==> src/rtl/shared_unit_arbiter_if.sv <==
// Requester, shared-unit and response signals of the shared-unit arbiter.
// slave is the arbiter's view; master is the parent/test side.
interface shared_unit_arbiter_if #(
    parameter int NREQ  = 4,
    parameter int WIDTH = 5
);
    localparam int ID_W = (NREQ > 1) ? $clog2(NREQ) : 1;

    // Response handshake: a response transfers on any rising edge where
    // rsp_valid and rsp_ready are both high.  Once rsp_valid rises,
    // rsp_id and rsp_data hold until that edge, and rsp_valid does not
    // depend on rsp_ready.
    logic [NREQ-1:0]       req;
    logic [NREQ*WIDTH-1:0] req_data;
    logic [NREQ-1:0]       grant;
    logic                  unit_start;
    logic [WIDTH-1:0]      unit_in;
    logic [WIDTH-1:0]      unit_out;
    logic                  rsp_valid;
    logic [ID_W-1:0]       rsp_id;
    logic [WIDTH-1:0]      rsp_data;
    logic                  rsp_ready;

    modport slave (
        input  req, req_data, unit_out, rsp_ready,
        output grant, unit_start, unit_in, rsp_valid, rsp_id, rsp_data
    );

    modport master (
        output req, req_data, unit_out, rsp_ready,
        input  grant, unit_start, unit_in, rsp_valid, rsp_id, rsp_data
    );
endinterface

==> src/rtl/shared_unit_arbiter.sv <==
// Round-robin arbiter that time-shares one fixed-latency compute unit among
// NREQ requesters, one transaction at a time, and returns results over valid/ready.
module shared_unit_arbiter #(
    parameter int NREQ    = 4,
    parameter int WIDTH   = 5,
    parameter int LATENCY = 2
) (
    input  logic                  clk,
    input  logic                  rst_n,
    shared_unit_arbiter_if.slave  bus,
    output logic [1:0]            state_dbg
);
    localparam int ID_W  = (NREQ > 1) ? $clog2(NREQ) : 1;
    localparam int CNT_W = 4;

    typedef enum logic [1:0] {
        IDLE = 2'd0,
        BUSY = 2'd1,
        RESP = 2'd2
    } state_t;

    state_t            state_q, state_d;
    logic [ID_W-1:0]   ptr_q, id_q, rsp_id_q;
    logic [WIDTH-1:0]  operand_q, rsp_data_q;
    logic [CNT_W-1:0]  cnt_q;

    logic [2*NREQ-1:0] req_dbl, req_shift;
    logic [NREQ-1:0]   req_rot;
    logic [ID_W:0]     win_off, win_sum, ptr_sum;
    logic [ID_W-1:0]   win_id, ptr_next;
    logic [WIDTH-1:0]  win_data;
    logic              found, arb_edge, arb_fire, first_busy, last_busy;

    // Rotate requests so bit 0 is the requester at ptr; the lowest set bit
    // of the rotated vector is then the round-robin winner's offset from ptr.
    always_comb begin
        req_dbl   = {bus.req, bus.req};
        req_shift = req_dbl >> ptr_q;
        req_rot   = req_shift[NREQ-1:0];
        found     = 1'b0;
        win_off   = '0;
        for (int i = NREQ - 1; i >= 0; i--) begin
            if (req_rot[i]) begin
                found   = 1'b1;
                win_off = (ID_W+1)'(i);
            end
        end
        win_sum = {1'b0, ptr_q} + win_off;
        if (win_sum >= (ID_W+1)'(NREQ)) win_sum = win_sum - (ID_W+1)'(NREQ);
        win_id  = win_sum[ID_W-1:0];
        ptr_sum = {1'b0, win_id} + (ID_W+1)'(1);
        if (ptr_sum >= (ID_W+1)'(NREQ)) ptr_sum = '0;
        ptr_next = ptr_sum[ID_W-1:0];
        win_data = '0;
        for (int k = 0; k < NREQ; k++) begin
            if (win_id == ID_W'(k)) win_data = bus.req_data[k*WIDTH +: WIDTH];
        end
    end

    assign arb_edge   = (state_q == IDLE) || ((state_q == RESP) && bus.rsp_ready);
    assign arb_fire   = arb_edge && found;
    assign first_busy = (state_q == BUSY) && (cnt_q == CNT_W'(LATENCY));
    assign last_busy  = (state_q == BUSY) && (cnt_q == CNT_W'(1));

    always_ff @(posedge clk or negedge rst_n) begin
        if (!rst_n) state_q <= IDLE;
        else        state_q <= state_d;
    end

    always_comb begin
        state_d = state_q;
        case (state_q)
            IDLE:    state_d = found ? BUSY : IDLE;
            BUSY:    state_d = last_busy ? RESP : BUSY;
            RESP:    if (bus.rsp_ready) state_d = found ? BUSY : IDLE;
            default: state_d = IDLE;
        endcase
    end

    // Transaction context and result capture; no arithmetic on the data.
    always_ff @(posedge clk or negedge rst_n) begin
        if (!rst_n) begin
            ptr_q      <= '0;
            id_q       <= '0;
            operand_q  <= '0;
            cnt_q      <= '0;
            rsp_id_q   <= '0;
            rsp_data_q <= '0;
        end else if (arb_fire) begin
            ptr_q     <= ptr_next;
            id_q      <= win_id;
            operand_q <= win_data;
            cnt_q     <= CNT_W'(LATENCY);
        end else if (state_q == BUSY) begin
            cnt_q <= cnt_q - CNT_W'(1);
            if (last_busy) begin
                rsp_id_q   <= id_q;
                rsp_data_q <= bus.unit_out;
            end
        end
    end

    always_comb begin
        bus.grant      = first_busy ? (NREQ'(1) << id_q) : '0;
        bus.unit_start = first_busy;
        bus.unit_in    = (state_q == BUSY) ? operand_q : '0;
        bus.rsp_valid  = (state_q == RESP);
        bus.rsp_id     = rsp_id_q;
        bus.rsp_data   = rsp_data_q;
        state_dbg      = state_q;
    end
endmodule

==> src/flat_wrapper.sv <==
// flat-port wrapper written by rule: the top's interface ports become plain ports
module shared_unit_arbiter_flat 
#(
    parameter int NREQ    = 4,
    parameter int WIDTH   = 5,
    parameter int LATENCY = 2
)
  (clk, rst_n, state_dbg, bus_req, bus_req_data, bus_unit_out, bus_rsp_ready, bus_grant, bus_unit_start, bus_unit_in, bus_rsp_valid, bus_rsp_id, bus_rsp_data);
  shared_unit_arbiter_if #(.NREQ(NREQ), .WIDTH(WIDTH)) bus_i ();
  input  logic clk;
  input  logic rst_n;
  output logic [1:0] state_dbg;
  input wire logic [$bits(bus_i.req)-1:0] bus_req;
  input wire logic [$bits(bus_i.req_data)-1:0] bus_req_data;
  input wire logic [$bits(bus_i.unit_out)-1:0] bus_unit_out;
  input wire logic [$bits(bus_i.rsp_ready)-1:0] bus_rsp_ready;
  output wire logic [$bits(bus_i.grant)-1:0] bus_grant;
  output wire logic [$bits(bus_i.unit_start)-1:0] bus_unit_start;
  output wire logic [$bits(bus_i.unit_in)-1:0] bus_unit_in;
  output wire logic [$bits(bus_i.rsp_valid)-1:0] bus_rsp_valid;
  output wire logic [$bits(bus_i.rsp_id)-1:0] bus_rsp_id;
  output wire logic [$bits(bus_i.rsp_data)-1:0] bus_rsp_data;
  assign bus_i.req = bus_req;
  assign bus_i.req_data = bus_req_data;
  assign bus_i.unit_out = bus_unit_out;
  assign bus_i.rsp_ready = bus_rsp_ready;
  assign bus_grant = bus_i.grant;
  assign bus_unit_start = bus_i.unit_start;
  assign bus_unit_in = bus_i.unit_in;
  assign bus_rsp_valid = bus_i.rsp_valid;
  assign bus_rsp_id = bus_i.rsp_id;
  assign bus_rsp_data = bus_i.rsp_data;
  shared_unit_arbiter #(.NREQ(NREQ), .WIDTH(WIDTH), .LATENCY(LATENCY)) u_core (.clk(clk), .rst_n(rst_n), .bus(bus_i), .state_dbg(state_dbg));
endmodule
==> config.mk <==
export PLATFORM = sky130hd
export DESIGN_NAME = shared_unit_arbiter_flat
export DESIGN_NICKNAME = d
export VERILOG_FILES = /design/src/rtl/shared_unit_arbiter_if.sv /design/src/rtl/shared_unit_arbiter.sv /design/src/flat_wrapper.sv
export SDC_FILE = /design/constraint.sdc
export NUM_CORES = 1
export LEC_CHECK = 0
export ABC_AREA = 1
export CAP_MARGIN = 20
export CORE_ASPECT_RATIO = 2
export CORE_UTILIZATION = 40
export DETAILED_ROUTE_END_ITERATION = 10
export GPL_TIMING_DRIVEN = 0
export PLACE_DENSITY_LB_ADDON = 0.08
export SLEW_MARGIN = 20
export SYNTH_ARGS = -nofsm -noshare
export SYNTH_HDL_FRONTEND = slang
export SYNTH_SLANG_ARGS = --single-unit
==> constraint.sdc <==
create_clock -name clk -period 2.49 [get_ports clk]
set_input_delay 0.498 -clock clk [delete_from_list [all_inputs] [get_ports clk]]
set_output_delay 0.498 -clock clk [all_outputs]
set_load 0.03 [all_outputs]
==> results by group <==
Status
  – Status: finished, violations left
  – Failing checks: negative setup slack

STA
  – Worst slew pin tran: 0.954 ns
  – Slew HR: around 36%
  – Setup ws final: -0.0334 ns
  – Max-slew violations: 0
  – Fmax achieved: 396 MHz
  – RSZ-0062 raised after global routing: true
  – Final hold vios: 0
  – Final period utilization: 101%
  – Setup TNS: -0.0334 ns
  – # setup viols final: 1
  – Worst Clk Skew: 0.00563 ns
  – Min cycle time layout: roughly 2.5 ns

Floorplanning
  – Die ar.: 3840 sq um
  – FP Rows: 30
  – Num ports: 52
  – Chip height: 86.6 um
  – Starting Density: 41.9%
  – Chip Width: 44.3 um
  – Core Area: approximately 3400 sq um

Detailed routing
  – # DRC: 0
  – DR pass1 iterations: 4
  – Post-DRT Antenna Nets: 0
  – Avg WL per Cell: 12.8 um
  – DR vias: 1471
  – Final WL: 3850 um
  – Vias per cell: a little under 5
  – Initial DRC count: 21

Worst setup path
  – RR Startpoint: u_core.ptr_q[0]
  – Worst-path fanout max: 7
  – Critical Path Max Stage Delay: 0.48 ns
  – Worst Path Arrival: 2.69 ns
  – CP Data Required Time: 2.66 ns
  – FF-to-FF setup slack: -0.03 ns
  – Worst-path cell chain: inv_4 -> nand2_2 -> nand3_2 -> nand2_2 -> nand3_2 -> a21boi_4 -> ha_4 -> xor2_4 -> inv_2 -> nand3_4 -> nand2_4 -> inv_4 -> ha_4 -> inv_4 -> nand3_2 -> nand2_1 -> nand3_1 -> nand2_1 -> nor2_1 -> nor2_1
  – Critical Path Slowest Stage Cell: dfrtp_2
  – Setup CP Type: reg2reg
  – Setup crit end kind: flop
  – Reg2reg path depth: 20
  – Worst reg2reg endpoint: u_core.operand_q[4]
  – Worst setup SP type: flop
  – Crit path launch: u_core.ptr_q[0]

Logic synthesis
  – Mapped cell area: 1430 sq um
  – Post-synth cell types: 28
  – Synth warnings: 0
  – Cells after Synth: 184
  – Syn Nets: between 200 and 250
  – Seq/Total Area, Yosys: 38.4%
  – Syn_area_per_cell: 7.79 sq um
  – Synth Register Bits: 22

Flow run
  – Max-cap violations: 0

Cells and area
  – Fill cell count: 285
  – Area Growth Syn to Fin: 64.5%
  – Most frequent cells in the layout: 37 x clkdlybuf4s50_1, 35 x nand2_1, 24 x nor2_1
  – Final nets: just under 300
  – Most common cell after layout, fill and taps aside: clkdlybuf4s50_1
  – Final core utilization: 69.0%
  – Layout cell share with drive strength beyond 1: roughly 28%
  – Diodes inserted: 0

Clock tree
  – Worst skew pair latency: 0.27 ns
  – Root Driver: clkbuf_8
  – Clk buf depth: 2
  – Clock net sink count: 22
  – H-tree depth: 1
  – Post-CTS Hold Fix Bufs: 0
  – CTS Buf Count: 3
  – CTS clock-pin slew for the worst setup and hold paths: 0.08 ns
  – CTS tree: done

Worst hold path
  – HP Start: u_core.bus.rsp_id[0]
  – Hold Path Cell Cnt: 2
  – Worst Hold Path EP: u_core.bus.rsp_id[0]
  – Hold crit path type: reg2reg

Place
  – Post-DP HPWL: 2740 um
  – Placer Congestion: between 0.7 and 0.8
  – DP Worst Slack: -0.786 ns
  – Port buffer count: 51

Global routing
  – Initial antenna violation count: 0
  – First-pass GRT wire length: 5780 um
  – Largest net degree at the start of global routing: 23
  – Total track usage: 20.1%
  – Grt ovf: 0
  – Number of global-route vias before repair: 1488
## metal layers
layer  track usage (%)  wire, um  vias up
met1              16.4      1260      686
met4              10.5       122        0
met2              41.6      2350       47
met3              2.50       120       11
li1                  -         -      727
met5                 0         0        -
## repair_timing
| action | CTS | global route |
|---|---|---|
| buffers inserted | 7 | 7 |
| endpoints found under the setup margin | 11 | 10 |
| pin swaps | 13 | 23 |
| resized for setup | 24 | 31 |
## metrics by stage
stage / std cells / hold slack (ns) / instance area [sq um]
floorplan: 184 / 0.202 / 1440
finish: 301 / 0.499 / 2360
global placement: 283 / 0.468 / 2010
CTS: 294 / 0.507 / 2170
global route: 301 / 0.527 / 2360
detailed placement: 283 / 0.486 / 2010
## layout make-up
class                   count  area (sq um)  share of cell area (%)
clock buffers               3          41.3                    1.75
well taps                  48          60.1                    2.55
flip-flops and latches     22           552                    23.4
clock inverters             1          30.0                    1.27
plain buffers               3          33.8                    1.43
inverters                  22          97.6                    4.14
multi-input cells         137           921                    39.1
repair buffers             65           621                    26.3
## synth_stat cells, drive strengths merged
cell    instances  area share, %
nand2          52             17
nand3          30             12
nor2           25            6.7
dfrtp          22             38
inv            20            5.2
o21ai           8            3.1
ha              5            4.4
mux2            5            3.9
nor3            4            1.4
buf             3            2.4
a21boi          2            1.0
clkinv          2           0.87
xor2            2            1.2
a21oi           1            1.1
nor4            1           0.44
o21a            1           0.52
xnor2           1           0.61
## sequential cells by signal, summed over array words and instances, names as in the netlist
register and count:
u_core.ptr_q 2, u_core.cnt_q 4, u_core.bus.rsp_id 2, u_core.state_dbg 2
u_core.operand_q 5, u_core.bus.rsp_data 5, u_core.id_q 2
## worst max-delay path: cells and delay by family, from the launching register on
kind | cells | cell delay, ns
flip-flops | 1 | 0.48
AND/OR/NAND/NOR | 12 | 0.96
buffers and inverters | 4 | 0.28
AO/OA/AOI/OAI | 1 | 0.17
adder cells (fa/ha/maj) | 2 | 0.34
XOR/XNOR | 1 | 0.20
## kinds of logic after synthesis
logic type	after synthesis	synth area share (%)
AND/OR/NAND/NOR	112	37.2
buffers and inverters	25	8.47
flip-flops	22	38.4
AO/OA/AOI/OAI	12	5.76
multiplexers	5	3.93
adder cells (fa/ha/maj)	5	4.37
XOR/XNOR	3	1.83
## worst max-delay path by stage
stage	end	slack (ns)
after global placement	u_core.operand_q[2]	-0.61
after global routing	u_core.operand_q[4]	-0.17
after detailed placement	u_core.operand_q[2]	-0.79
after floorplan	u_core.operand_q[4]	0.02
final	u_core.operand_q[4]	-0.03
after CTS	bus_unit_in[0]	0.002
Power is not shown: default switching activity piles up to over one toggle a cycle in this logic, so the estimate is an artifact.
